**src/rtl/oct_router_pkg.sv**
```systemverilog
// Shared constants and helpers for the multi-lane multicast router.
package oct_router_pkg;

    function automatic logic [31:0] bcast_id(input int unsigned width);
        return (width >= 32) ? 32'hFFFF_FFFF : ((32'h1 << width) - 32'h1);
    endfunction

    function automatic int unsigned lvl_width(input int unsigned depth);
        return $clog2(depth) + 1;
    endfunction

    function automatic int unsigned lane_lsb(input int unsigned lane, input int unsigned width);
        return lane * width;
    endfunction

endpackage

```
**src/rtl/mc_router_mlane_if.sv**
```systemverilog
// Column-bus input and per-lane PE output handshake bundle for mc_router_mlane.
interface mc_router_mlane_if
    import oct_router_pkg::*;
#(
    parameter int DATA_WIDTH = 16,
    parameter int ID_WIDTH   = 8,
    parameter int NUM_CH     = 4,
    parameter int FIFO_DEPTH = 4
);
    localparam int LVL_W = lvl_width(FIFO_DEPTH);

    logic [ID_WIDTH-1:0]          bus_id;
    logic [DATA_WIDTH-1:0]        bus_data;
    logic                         bus_valid;
    logic                         bus_ready;
    logic [NUM_CH*DATA_WIDTH-1:0] pe_data;
    logic [NUM_CH-1:0]            pe_valid;
    logic [NUM_CH-1:0]            pe_ready;
    logic [NUM_CH*LVL_W-1:0]      fifo_level;

    modport master (
        output bus_id, bus_data, bus_valid, pe_ready,
        input  bus_ready, pe_data, pe_valid, fifo_level
    );

    modport slave (
        input  bus_id, bus_data, bus_valid, pe_ready,
        output bus_ready, pe_data, pe_valid, fifo_level
    );

endinterface

```
**src/rtl/mc_lane_fifo.sv**
```systemverilog
// Show-ahead lane FIFO with flush; head holds the last popped value while empty.
module mc_lane_fifo
    import oct_router_pkg::*;
#(
    parameter int DATA_WIDTH = 16,
    parameter int FIFO_DEPTH = 4,
    localparam int LVL_W     = lvl_width(FIFO_DEPTH)
) (
    input  logic                  clk,
    input  logic                  rst,
    input  logic                  flush,
    input  logic                  push,
    input  logic                  pop,
    input  logic [DATA_WIDTH-1:0] din,
    output logic [DATA_WIDTH-1:0] head,
    output logic                  empty,
    output logic                  full,
    output logic [LVL_W-1:0]      level
);
    localparam int AW = $clog2(FIFO_DEPTH);

    logic [DATA_WIDTH-1:0] mem [FIFO_DEPTH];
    logic [AW-1:0]         rd_ptr;
    logic [AW-1:0]         wr_ptr;
    logic [LVL_W-1:0]      count;
    logic [DATA_WIDTH-1:0] last_q;
    logic                  do_push;
    logic                  do_pop;

    assign empty   = (count == '0);
    assign full    = (count == LVL_W'(FIFO_DEPTH));
    assign do_push = push && !full;
    assign do_pop  = pop && !empty;
    assign level   = count;
    assign head    = empty ? last_q : mem[rd_ptr];

    always_ff @(posedge clk) begin
        if (do_push) begin
            mem[wr_ptr] <= din;
        end
    end

    always_ff @(posedge clk) begin
        if (rst) begin
            rd_ptr <= '0;
            wr_ptr <= '0;
            count  <= '0;
            last_q <= '0;
        end else if (flush) begin
            rd_ptr <= '0;
            wr_ptr <= '0;
            count  <= '0;
        end else begin
            if (do_push) begin
                wr_ptr <= wr_ptr + AW'(1);
            end
            if (do_pop) begin
                rd_ptr <= rd_ptr + AW'(1);
            end
            // Snapshot the head each cycle so it survives the pop that empties the lane.
            if (!empty) begin
                last_q <= mem[rd_ptr];
            end
            unique case ({do_push, do_pop})
                2'b10:   count <= count + LVL_W'(1);
                2'b01:   count <= count - LVL_W'(1);
                default: count <= count;
            endcase
        end
    end

endmodule

```
**src/rtl/mc_router_mlane.sv**
```systemverilog
// Multicast ID router: delivers each accepted bus beat to all matching lane FIFOs at once.
module mc_router_mlane
    import oct_router_pkg::*;
#(
    parameter int DATA_WIDTH = 16,
    parameter int ID_WIDTH   = 8,
    parameter int NUM_CH     = 4,
    parameter int FIFO_DEPTH = 4,
    parameter int CNT_WIDTH  = 16
) (
    input  logic                       clk,
    input  logic                       rst,
    input  logic                       config_state,
    input  logic                       ce,
    input  logic [NUM_CH*ID_WIDTH-1:0] cfg_id,
    input  logic [NUM_CH-1:0]          cfg_ch_en,
    mc_router_mlane_if.slave           bus,
    output logic                       drop_pulse,
    output logic [CNT_WIDTH-1:0]       drop_cnt,
    output logic                       cfg_locked
);
    localparam int LVL_W = lvl_width(FIFO_DEPTH);
    localparam logic [ID_WIDTH-1:0] BCAST = ID_WIDTH'(bcast_id(ID_WIDTH));

    logic [NUM_CH*ID_WIDTH-1:0]           id_q;
    logic [NUM_CH-1:0]                    en_q;
    logic                                 cfg_seen;
    logic [NUM_CH-1:0]                    match;
    logic [NUM_CH-1:0]                    full;
    logic [NUM_CH-1:0]                    empty;
    logic [NUM_CH-1:0]                    push;
    logic [NUM_CH-1:0][DATA_WIDTH-1:0]    head;
    logic [NUM_CH-1:0][LVL_W-1:0]         level;
    logic                                 accept;
    logic                                 flush;
    logic                                 drop_now;

    always_comb begin
        match = '0;
        for (int unsigned i = 0; i < NUM_CH; i++) begin
            match[i] = en_q[i] &&
                       ((bus.bus_id == id_q[lane_lsb(i, ID_WIDTH) +: ID_WIDTH]) ||
                        (bus.bus_id == BCAST));
        end
    end

    // All-or-none multicast: stall if any matching lane is full, never pushing a subset.
    assign bus.bus_ready = !config_state && !rst && (&(~match | ~full));
    assign accept        = bus.bus_valid && bus.bus_ready;
    assign push          = accept ? match : '0;
    assign drop_now      = accept && (match == '0);
    assign flush         = config_state && ce;

    assign bus.pe_data    = head;
    assign bus.pe_valid   = ~empty;
    assign bus.fifo_level = level;

    for (genvar g = 0; g < NUM_CH; g++) begin : g_lane
        mc_lane_fifo #(
            .DATA_WIDTH (DATA_WIDTH),
            .FIFO_DEPTH (FIFO_DEPTH)
        ) u_fifo (
            .clk   (clk),
            .rst   (rst),
            .flush (flush),
            .push  (push[g]),
            .pop   (bus.pe_ready[g]),
            .din   (bus.bus_data),
            .head  (head[g]),
            .empty (empty[g]),
            .full  (full[g]),
            .level (level[g])
        );
    end

    always_ff @(posedge clk) begin
        if (rst) begin
            id_q       <= '0;
            en_q       <= '0;
            cfg_seen   <= 1'b0;
            cfg_locked <= 1'b0;
            drop_pulse <= 1'b0;
            drop_cnt   <= '0;
        end else begin
            cfg_locked <= cfg_seen && !config_state;
            drop_pulse <= drop_now;
            if (flush) begin
                id_q     <= cfg_id;
                en_q     <= cfg_ch_en;
                cfg_seen <= 1'b1;
                drop_cnt <= '0;
            end else if (drop_now && (drop_cnt != '1)) begin
                drop_cnt <= drop_cnt + CNT_WIDTH'(1);
            end
        end
    end

endmodule
```
**src/flat_wrapper.sv**
```systemverilog
// flat-port wrapper written by rule: the top's interface ports become plain ports
module mc_router_mlane_flat import oct_router_pkg::*;
#(
    parameter int DATA_WIDTH = 16,
    parameter int ID_WIDTH   = 8,
    parameter int NUM_CH     = 4,
    parameter int FIFO_DEPTH = 4,
    parameter int CNT_WIDTH  = 16
)
  (clk, rst, config_state, ce, cfg_id, cfg_ch_en, drop_pulse, drop_cnt, cfg_locked, bus_bus_id, bus_bus_data, bus_bus_valid, bus_pe_ready, bus_bus_ready, bus_pe_data, bus_pe_valid, bus_fifo_level);
  mc_router_mlane_if #(.DATA_WIDTH(DATA_WIDTH), .ID_WIDTH(ID_WIDTH), .NUM_CH(NUM_CH), .FIFO_DEPTH(FIFO_DEPTH)) bus_i ();
  input  logic clk;
  input  logic rst;
  input  logic config_state;
  input  logic ce;
  input  logic [NUM_CH*ID_WIDTH-1:0] cfg_id;
  input  logic [NUM_CH-1:0] cfg_ch_en;
  output logic drop_pulse;
  output logic [CNT_WIDTH-1:0] drop_cnt;
  output logic cfg_locked;
  input wire logic [$bits(bus_i.bus_id)-1:0] bus_bus_id;
  input wire logic [$bits(bus_i.bus_data)-1:0] bus_bus_data;
  input wire logic [$bits(bus_i.bus_valid)-1:0] bus_bus_valid;
  input wire logic [$bits(bus_i.pe_ready)-1:0] bus_pe_ready;
  output wire logic [$bits(bus_i.bus_ready)-1:0] bus_bus_ready;
  output wire logic [$bits(bus_i.pe_data)-1:0] bus_pe_data;
  output wire logic [$bits(bus_i.pe_valid)-1:0] bus_pe_valid;
  output wire logic [$bits(bus_i.fifo_level)-1:0] bus_fifo_level;
  assign bus_i.bus_id = bus_bus_id;
  assign bus_i.bus_data = bus_bus_data;
  assign bus_i.bus_valid = bus_bus_valid;
  assign bus_i.pe_ready = bus_pe_ready;
  assign bus_bus_ready = bus_i.bus_ready;
  assign bus_pe_data = bus_i.pe_data;
  assign bus_pe_valid = bus_i.pe_valid;
  assign bus_fifo_level = bus_i.fifo_level;
  mc_router_mlane #(.DATA_WIDTH(DATA_WIDTH), .ID_WIDTH(ID_WIDTH), .NUM_CH(NUM_CH), .FIFO_DEPTH(FIFO_DEPTH), .CNT_WIDTH(CNT_WIDTH)) u_core (.clk(clk), .rst(rst), .config_state(config_state), .ce(ce), .cfg_id(cfg_id), .cfg_ch_en(cfg_ch_en), .bus(bus_i), .drop_pulse(drop_pulse), .drop_cnt(drop_cnt), .cfg_locked(cfg_locked));
endmodule
```
**config.mk**
```make
export PLATFORM = sky130hd
export DESIGN_NAME = mc_router_mlane_flat
export DESIGN_NICKNAME = d
export VERILOG_FILES = /design/src/rtl/oct_router_pkg.sv /design/src/rtl/mc_router_mlane_if.sv /design/src/rtl/mc_lane_fifo.sv /design/src/rtl/mc_router_mlane.sv /design/src/flat_wrapper.sv
export SDC_FILE = /design/constraint.sdc
export NUM_CORES = 1
export LEC_CHECK = 0
export CAP_MARGIN = 0
export CORE_MARGIN = 3
export CORE_UTILIZATION = 57
export CTS_CLUSTER_DIAMETER = 50
export DETAILED_ROUTE_END_ITERATION = 10
export HOLD_SLACK_MARGIN = 0.05
export PLACE_DENSITY = 0.86
export SETUP_SLACK_MARGIN = 0.2
export SYNTH_ARGS = -nofsm -noshare
export SYNTH_HDL_FRONTEND = slang
export SYNTH_SLANG_ARGS = --single-unit
```
**constraint.sdc**
```tcl
create_clock -name clk -period 3.8 [get_ports clk]
set_input_delay 0.76 -clock clk [delete_from_list [all_inputs] [get_ports clk]]
set_output_delay 0.76 -clock clk [all_outputs]
set_load 0.01 [all_outputs]
```
After elaboration in Yosys (flattened, before gate mapping)
Memories as Yosys holds them, arrays and structs flattened. A register that Yosys moved wholly into a read port is not among the register bits.
Cells that the tools add are included.
Word-level totals
  register bits after elaboration: 147
  RAM bits: 256
  input bits: 69
  logic and storage cells: 134
  memories kept: 4
Cells by class
  add/sub/neg operators: 17
  equality and inequality tests: 18
  muxes and demuxes: 25
  bitwise logic cells: 4
  reductions and logical operators: 44
Memories
  u_core.g_lane[0].u_fifo.mem: words 4, width 16, rd ports 1, clocked after memory_dff 1, write ports 1, RTL line mc_lane_fifo.sv:22  | logic [DATA_WIDTH-1:0] mem [FIFO_DEPTH];
  u_core.g_lane[1].u_fifo.mem: words 4, width 16, rd ports 1, clocked after memory_dff 1, write ports 1, RTL line mc_lane_fifo.sv:22
  u_core.g_lane[2].u_fifo.mem: words 4, width 16, rd ports 1, clocked after memory_dff 1, write ports 1, RTL line mc_lane_fifo.sv:22
  u_core.g_lane[3].u_fifo.mem: words 4, width 16, rd ports 1, clocked after memory_dff 1, write ports 1, RTL line mc_lane_fifo.sv:22
Operator list (number)
  16-bit 2-to-1 mux: 4
  8-bit == test: 4
  3-bit case mux with 2 select lines: 4
  1-bit logical AND: 19
  16-bit by 1-bit adder with 16-bit output (second input constant): 1
  2-bit by 1-bit adder with 2-bit output (second input constant): 8
  2-bit 2-to-1 mux: 8
  16-bit inequality test (second input constant): 1
  3-bit by 1-bit adder with 3-bit output (second input constant): 4
  3-bit == test (second input constant): 4
  3-bit zero test: 4
  4-bit NOT: 3
  3-bit by 1-bit subtractor with 3-bit output (second input constant): 4
  1-bit zero test: 10
  2-bit by 1-bit == test with 1-bit output (second input constant): 4
  2-bit == test (second input constant): 4
  8-bit == test (second input constant): 1
  1-bit 2-to-1 mux: 8
  2-bit nonzero test: 4
  4-bit zero test: 1
  1-bit logical OR: 4
  4-bit 2-to-1 mux: 1
  4-bit bitwise OR: 1
  4-bit AND reduction: 1
  2-bit OR reduction: 1

Depth between registers and ports, before layout
Gate-level depths: netlist of run 1.
  depth after elaboration: 12
  mapped depth: 14
  depth with buffers taken out: 13

Hierarchy
From an unflattened synthesis of run 1, not the netlist that was laid out.
Second synthesis, totals
  cells, all modules: 1125
  area, all modules: 16787.4 um2
Modules (own cells, without submodules)
  mc_lane_fifo: instances 4, cells an instance 194, area each 3515.9 um2, sequential area each 2422.3 um2
  mc_router_mlane: instances 1, cells an instance 349, area each 2723.9 um2, sequential area each 1101.1 um2

Worst setup path after synthesis of run 1
Ideal clock, no wire load.
  path type: input-to-reg
  start: input port bus_bus_id[5]
  end: register u_core.g_lane[0].u_fifo.count[2]
  arrival: 3.483 ns
  required time: 3.729 ns
  path slack: 0.246 ns
  cell stages on the path: 14
  buffers on the path: 1
  cells stage by stage: buf_4 > nand4_1 > or2_1 > o21ai_1 > a311oi_2 > o2111ai_2 > nor4b_1 > inv_1 > ha_1 > inv_1 > fa_1 > xor2_1 > or3_1 > a21oi_1
On the way
  longest elaborated chain between the ends: 12
  elaborated cells between the ends (all ways): 24
  those cells by class: eq/ne (7); mux (2); bitwise (2); reduce/logical (13)
RTL lines
  from (decl): RTL line flat_wrapper.sv:21  | input wire logic [$bits(bus_i.bus_id)-1:0] bus_bus_id;
  8-bit == test (on tied branches): RTL line mc_router_mlane.sv:42, mc_router_mlane.sv:43
  1-bit logical OR: RTL line mc_router_mlane.sv:42  | ((bus.bus_id == id_q[lane_lsb(i, ID_WIDTH) +: ID_WIDTH]) ||
  1-bit logical AND: RTL line mc_router_mlane.sv:41  | match[i] = en_q[i] &&
  4-bit NOT: RTL line mc_router_mlane.sv:48  | assign bus.bus_ready = !config_state && !rst && (&(~match | ~full));
  4-bit bitwise OR: RTL line mc_router_mlane.sv:48
  4-bit AND reduction: RTL line mc_router_mlane.sv:48
  1-bit logical AND: RTL line mc_router_mlane.sv:48
  1-bit logical AND: RTL line mc_router_mlane.sv:49  | assign accept = bus.bus_valid && bus.bus_ready;
  4-bit 2-to-1 mux (*): RTL line mc_router_mlane.sv:50  | assign push = accept ? match : '0;
  1-bit logical AND (*): RTL line mc_lane_fifo.sv:32  | assign do_push = push && !full;
  2-bit by 1-bit == test with 1-bit output / 2-bit == test (equally long branches): RTL line mc_lane_fifo.sv:64  | unique case ({do_push, do_pop})
  3-bit case mux with 2 select lines / 2-bit nonzero test (equally long branches)
  to (signal assigned): RTL line mc_lane_fifo.sv:65  | 2'b10: count <= count + LVL_W'(1);
  to (signal assigned): RTL line mc_lane_fifo.sv:66  | 2'b01: count <= count - LVL_W'(1);
  to (signal assigned): RTL line mc_lane_fifo.sv:67  | default: count <= count;
  to (decl): RTL line mc_lane_fifo.sv:25  | logic [LVL_W-1:0] count;
Every way passes the cells marked *; elsewhere a longest branch is shown, timed or not.
A chain may end at the register's enable or synchronous reset.

Final worst setup path of run 1
  start: input port bus_bus_id[3]
  end: output port bus_bus_ready
On the way
  longest elaborated chain between the ends: 7
  elaborated cells between the ends (all ways): 17
  those cells by class: eq/ne (5); bitwise (2); reduce/logical (10)
RTL lines
  8-bit == test (on tied branches): RTL line mc_router_mlane.sv:42, mc_router_mlane.sv:43
  1-bit logical OR: RTL line mc_router_mlane.sv:42
  1-bit logical AND: RTL line mc_router_mlane.sv:41
  4-bit NOT (*): RTL line mc_router_mlane.sv:48
  4-bit bitwise OR (*): RTL line mc_router_mlane.sv:48
  4-bit AND reduction (*): RTL line mc_router_mlane.sv:48
  1-bit logical AND (*): RTL line mc_router_mlane.sv:48
  to (decl): RTL line flat_wrapper.sv:25  | output wire logic [$bits(bus_i.bus_ready)-1:0] bus_bus_ready;
Marked as above.

==> results of run 1 <==
-- how the worst min path moves through the flow --
| stage | slack, ns | end | from |
|---|---|---|---|
| after floorplan | 0.43 | u_core.cfg_seen | u_core.cfg_seen |
| after global placement | 0.45 | u_core.cfg_seen | u_core.cfg_seen |
| after detailed placement | 0.46 | u_core.id_q[1] | u_core.id_q[1] |
| after CTS | 0.47 | u_core.id_q[1] | u_core.id_q[1] |
| after global routing | 0.49 | u_core.id_q[6] | u_core.id_q[6] |
| final | 0.47 | u_core.id_q[6] | u_core.id_q[6] |
-- what timing repair did --
item | CTS | global route
pin swaps | 0 | 2
setup endpoints to repair | 1 | 1
gates cloned | 0 | 0
setup buffers | 0 | 1
gates resized for setup | 9 | 15
-- through the flow --
step | util | power [mW] | setup TNS [ns] | setup slack [ns]
floorplan | - | 5.17 | 0 | 0.246
global placement | 0.668 | 5.41 | 0 | 0.00938
detailed placement | 0.668 | 5.44 | -0.627 | -0.143
CTS | 0.718 | 9.58 | 0 | 0.212
global route | 0.719 | 9.81 | 0 | 0.212
finish | 0.719 | 9.55 | 0 | 0.335
-- layout make-up --
type / instances / area, um^2
Clock buffer: 61 / 1220
Clock inverter: 21 / 213
Fill cell: 1699 / 7920
Inverter: 28 / 105
Multi-Input combinational cell: 700 / 5320
Sequential cell: 411 / 10800
Tap cell: 378 / 473
Timing Repair Buffer: 210 / 2130
-- kinds of logic after synthesis --
logic type	Yosys count	share of synthesized area
DFF	411	0.653
muxes	128	0.131
and+or+nand+nor	410	0.112
xor gates and xnor gates	53	0.0281
AOI/OAI and AO/OA	84	0.0286
buffers and inverters	103	0.0260
adders and majority gates	25	0.0208
-- cell usage in the layout (no fill, tap or decap), types with 41 or more instances in the layout --
cell type | Yosys | final
edfxtp_1 | 256 | 256
nor2_1 | 164 | 164
clkdlybuf4s50_1 | 0 | 158
dfxtp_1 | 155 | 155
nand2_1 | 92 | 91
nor3_1 | 66 | 66
mux4_2 | 64 | 64
mux2_2 | 64 | 64
a21oi_1 | 53 | 53
clkbuf_16 | 0 | 45
xnor2_1 | 41 | 41
-- power by group through the flow --
| stage | clock network [mW] | registers (mW) | logic, mW |
|---|---|---|---|
| after CTS | 4.24 | 4.83 | 0.515 |
| after global placement | 0 | 4.92 | 0.490 |
| final | 4.20 | 4.83 | 0.515 |
| after detailed placement | 0 | 4.93 | 0.512 |
| after global routing | 4.42 | 4.84 | 0.556 |
| after floorplan | 0 | 4.92 | 0.251 |
-- state kept, by name (all words and copies together), names as in the netlist, named ones only --
register	count
u_core.drop_cnt	16
u_core.id_q	32
u_core.g_lane.u_fifo.wr_ptr	8
u_core.drop_pulse	1
u_core.g_lane.u_fifo.mem	256
u_core.g_lane.u_fifo.last_q	64
u_core.cfg_locked	1
u_core.cfg_seen	1
u_core.g_lane.u_fifo.rd_ptr	8
u_core.en_q	4
u_core.g_lane.u_fifo.level	12
-- metal layers --
layer,track usage,vias up,share of wire
li1,-,4749,-
met1,0.334,5324,0.40
met2,0.435,458,0.51
met3,0.0439,93,0.061
met4,0.102,0,0.035
met5,0,-,0
-- worst max-delay path: stages --
cell,delay (ns)
dlygate4sd2_1,0.35
nand4_1,0.16
or2_4,0.29
o21ai_1,0.19
nand3_1,0.13
o2111ai_2,0.14
buf_4,0.18
inv_1,0.04
clkdlybuf4s50_1,0.47
==> impl_metrics.yaml, run 1 <==
outcome:
  outcome: "finished, final reports clean"
timing:
  setup_viol: 0
  finalCritPeriodShare: 0.912
  relSlewSlack: 0.196
  skew_ns: 0.0173
  hold_ws_ns: 0.469
  drv_slew: 0
  rsz0062_at_grt: "no"
  worst_slew_pin_slew_ns: 1.21
  hold_viol: 0
  max_freq_mhz: 289
  period_minus_slack_ns: 3.47
run:
  drv_cap: 0
floorplanning:
  die_area_mm2: 0.0311
  core_mm2: 0.0282
  die_h_um: 176
  num_rows: 61
  start_util: 0.586
  io_pins: 168
  die_x_um: 176
critical_path:
  rr_worst_depth: 13
  crit_type: "input port to primary output"
  cp_max_fo: 5
  ff2ff_setup_slack_ns: 0.84
  end_kind: "primary output"
  r2r-start: "u_core.g_lane[3].u_fifo.level[0]"
  timing.rr.end: "u_core.g_lane[0].u_fifo.level[2]"
  required_ns: 3.04
  crit_end: "bus_bus_ready"
  worstPathArrival_ns: 2.71
  startpoint: "bus_bus_id[3]"
  cp-start-kind: "input port"
final_layout:
  area_growth_pct: 22.6
  drive_above_1_share: 0.174
  stdcell_area_mm2: 0.0202
  antennaDiodeCount: 0
  nets: 1489
  stdcell_count: 1809
synthesis:
  synth.area.top_cells: "edfxtp_1, dfxtp_1, mux4_2"
  ys.warnings.count: 0
  synth.most_common_cell: "edfxtp_1"
  synth_common_cells: "edfxtp_1, nor2_1, dfxtp_1"
  syn_area_mm2: 0.0165
  synthCells: 1214
  yosys.area.top_type: "edfxtp_1"
  synth_fp_nets: 1308
  synthArstFlopShare: 0
  yosys_register_bits: 411
  yosysSeqAreaShare: 0.653
  synth_edf_count: 256
  synth_cell_types: 40
  syn_area_per_cell_um2: 13.6
  yosys.area.top_type_share: 0.465
  synth_flop_cell: "edfxtp_1"
hold_path:
  hold_path.class: "flip-flop to flip-flop"
  hold_depth: 2
power:
  power_frac_clock: 0.440
  combPwrFrac: 0.054
  power.density_mw_per_mm2: 472
  intPower_mw: 7.50
  power.leakage_nw: 6.85
  p_seq_frac: 0.506
  vdd_drop_max_uv: 330
  swShare: 0.215
  p_switching_mw: 2.05
clock_tree:
  ctsHtreeMaxLevel: 2
  cts_tree: "done"
  cts_hold_buf: 0
  numCtsBuffers: 44
  cts-root-buf: "clkbuf_16"
  numClockSinks: 411
  cts_buffer_depth: 3
  path_clk_slew_ns: 0.06
  clkLatencyLatePin_ns: 0.54
placement:
  dp_cells: 1726
  place_congestion: 0.798
  place_area_mm2: 0.0188
  dp_hpwl_mm: 24.4
  port_buffers: 167
drt:
  wl_per_cell_um: 22.0
  drt_wl_total_mm: 39.8
  vias: 10600
  ant_nets: 0
  via_per_inst: 5.87
  drc: 0
  drt_pass1_iterations: 5
  drt_iter0_drc: 967
global_routing:
  grt_pass1_wl_mm: 61.5
  grt_usage: 0.257
  grt_pass1_vias: 11000
  grt_max_degree: 101
  antenna_found_initial: 0
  grt_overflow: 0
No activity file was read; power rests on OpenSTA's default activity.
==> run 2, diff against run 1 <==
- CELL_PAD_IN_SITES_DETAIL_PLACEMENT: unset -> 0
- CELL_PAD_IN_SITES_GLOBAL_PLACEMENT: unset -> 1
- CORE_UTILIZATION: 57 -> 52
- DONT_BUFFER_PORTS: unset -> 1
- PLACE_DENSITY: 0.86 -> 0.85
==> impl_metrics.yaml, run 2 (synthesized netlist as in run 1, its figures left out) <==
power:
  vdd_drop_max_uv: 348
  power.leakage_nw: 6.18
  power.density_mw_per_mm2: 508
floorplanning:
  die_h_um: 184
  num_rows: 64
  io_pins: 168
  core_mm2: 0.0309
  die_area_mm2: 0.0339
  start_util: 0.534
  die_x_um: 184
final_layout:
  largest_register: "u_core.g_lane.u_fifo.mem"
  fill_cells: 2330
  final_cell_mix: "edfxtp_1, nor2_1, dfxtp_1"
  drive_above_1_share: 0.190
  area_growth_pct: 11.6
  layout_commonest_cell: "edfxtp_1"
  top_regs: "u_core.g_lane.u_fifo.mem x256, u_core.g_lane.u_fifo.last_q x64, u_core.id_q x32"
  nets: 1314
  largest_reg_flops: 256
  stdcell_area_mm2: 0.0184
clock_tree:
  numCtsBuffers: 45
  cts_buffer_depth: 3
  cts_resized: 0
  cts_tree: "done"
  ctsHtreeMaxLevel: 2
  numClockSinks: 411
  cts-root-buf: "clkbuf_16"
  cts_hold_buf: 0
  path_clk_slew_ns: 0.06
  postCtsSetupBuffers: 0
  clkLatencyLatePin_ns: 0.56
timing:
  drv_slew: 0
  finalCritPeriodShare: 0.831
  skew_ns: 0.0186
  hold_viol: 0
  worst_slew_pin_slew_ns: 0.827
  max_freq_mhz: 317
  fin_tns_setup_ns: 0
  rsz0062_at_grt: "no"
  relSlewSlack: 0.448
  period_minus_slack_ns: 3.16
  setup_viol: 0
critical_path:
  required_ns: 4.28
  cp_common_cell: "inv_1"
  crit_chain: "inv_1 > and3_1 > a311oi_2 > o2111ai_2 > nor4b_1 > buf_4 > inv_1 > ha_1 > inv_1 > fa_1 > xor2_1 > or3_1 > a21oi_1"
  crit_type: "flip-flop to flip-flop"
  crit_family: "simple AND/OR/NAND/NOR gates"
  crit_slowest_cell: "dfxtp_1"
  worstPathArrival_ns: 3.64
  cp_max_fo: 8
  crit_cells: 13
  crit_buf_inv: 4
  max_stage_delay_ns: 0.45
  rr_worst_depth: 13
  end_kind: "flip-flop"
  cp-start-kind: "flip-flop"
drt:
  via_per_inst: 5.70
  drt_pass1_iterations: 5
  wl_per_cell_um: 21.6
  ant_nets: 0
  drt_iter0_drc: 667
  drc: 0
  drt_wl_total_mm: 35.7
  vias: 9429
placement:
  place_area_mm2: 0.0170
  place_congestion: 0.809
  dp_hpwl_mm: 22.4
  port_buffers: 0
global_routing:
  grt_usage: 0.212
  grt_max_degree: 106
  grt_overflow: 0
  grt_pass1_vias: 9542
  grt_pass1_wl_mm: 55.3
  antenna_found_initial: 1
hold_path:
  hold_depth: 1
  hold_path.class: "input port to flip-flop"
outcome:
  outcome: "finished, final reports clean"
run:
  drv_cap: 0
[run 2: cell types whose count changed in the layout (fill, tap and decap cells not counted), moves of 3 or more]
cell / before / now
clkbuf_2: 3 / 0
o21ai_2: 3 / 0
buf_12: 12 / 0
clkdlybuf4s15_1: 4 / 0
clkinv_4: 2 / 5
clkdlybuf4s50_1: 158 / 0
clkbuf_1: 13 / 8
clkinv_2: 1 / 7
[run 2: path summary, 6_finish.rpt]
kind                                    startpoint                          endpoint  slack (ns)
hold / removal                        config_state                 u_core.cfg_locked        0.28
setup reg to reg  u_core.g_lane[3].u_fifo.level[0]  u_core.g_lane[3].u_fifo.level[2]        0.64
hold reg to reg                     u_core.id_q[6]                    u_core.id_q[6]        0.46
setup / recovery  u_core.g_lane[3].u_fifo.level[0]  u_core.g_lane[3].u_fifo.level[2]        0.64
[run 2: where the power goes]
part,switching (mW),leakage (nW),total (mW),internal (mW)
combinational,0.166,1.90,0.273,0.107
clock,1.80,0.712,4.25,2.45
sequential,0.0368,3.56,4.83,4.79
total,2.01,6.18,9.35,7.35
[run 2: worst reg2reg max path: stages, from the launching register on]
cell	delay, ns
dfxtp_1	0.45
inv_1	0.12
and3_1	0.25
a311oi_2	0.31
o2111ai_2	0.27
nor4b_1	0.41
buf_4	0.23
inv_1	0.06
ha_1	0.22
inv_1	0.08
fa_1	0.19
xor2_1	0.08
or3_1	0.30
a21oi_1	0.14
[run 2: final cells by class]
class                   instances  area (um^2)  share of cell area
repair buffers                 34          255              0.0139
clock buffers                  54         1170              0.0635
inverters                      28          105             0.00570
diodes                          1         2.50            0.000136
clock inverters                29          303              0.0164
well taps                     396          495              0.0269
multi-input cells             700         5310               0.288
flip-flops and latches        411        10800               0.586
[run 2: through the flow]
step                       util  hold WS (ns)  setup WS (ns)  instances  total power, mW
final                     0.596         0.284          0.642       1653             9.35
after global routing      0.596         0.267          0.388       1653             9.65
after CTS                 0.596         0.264          0.629       1652             9.44
after detailed placement  0.548         0.452          0.380       1569             5.20
after global placement    0.548         0.443          0.472       1569             5.19
after floorplan               -         0.432          0.246       1214             5.17
[run 2: layer usage]
metal | share of wire | vias up | GRT usage
met1 | 0.42 | 4687 | 0.283
met4 | 0.033 | 0 | 0.0750
met2 | 0.49 | 267 | 0.345
met3 | 0.062 | 64 | 0.0497
met5 | 0 | - | 0
li1 | - | 4411 | -
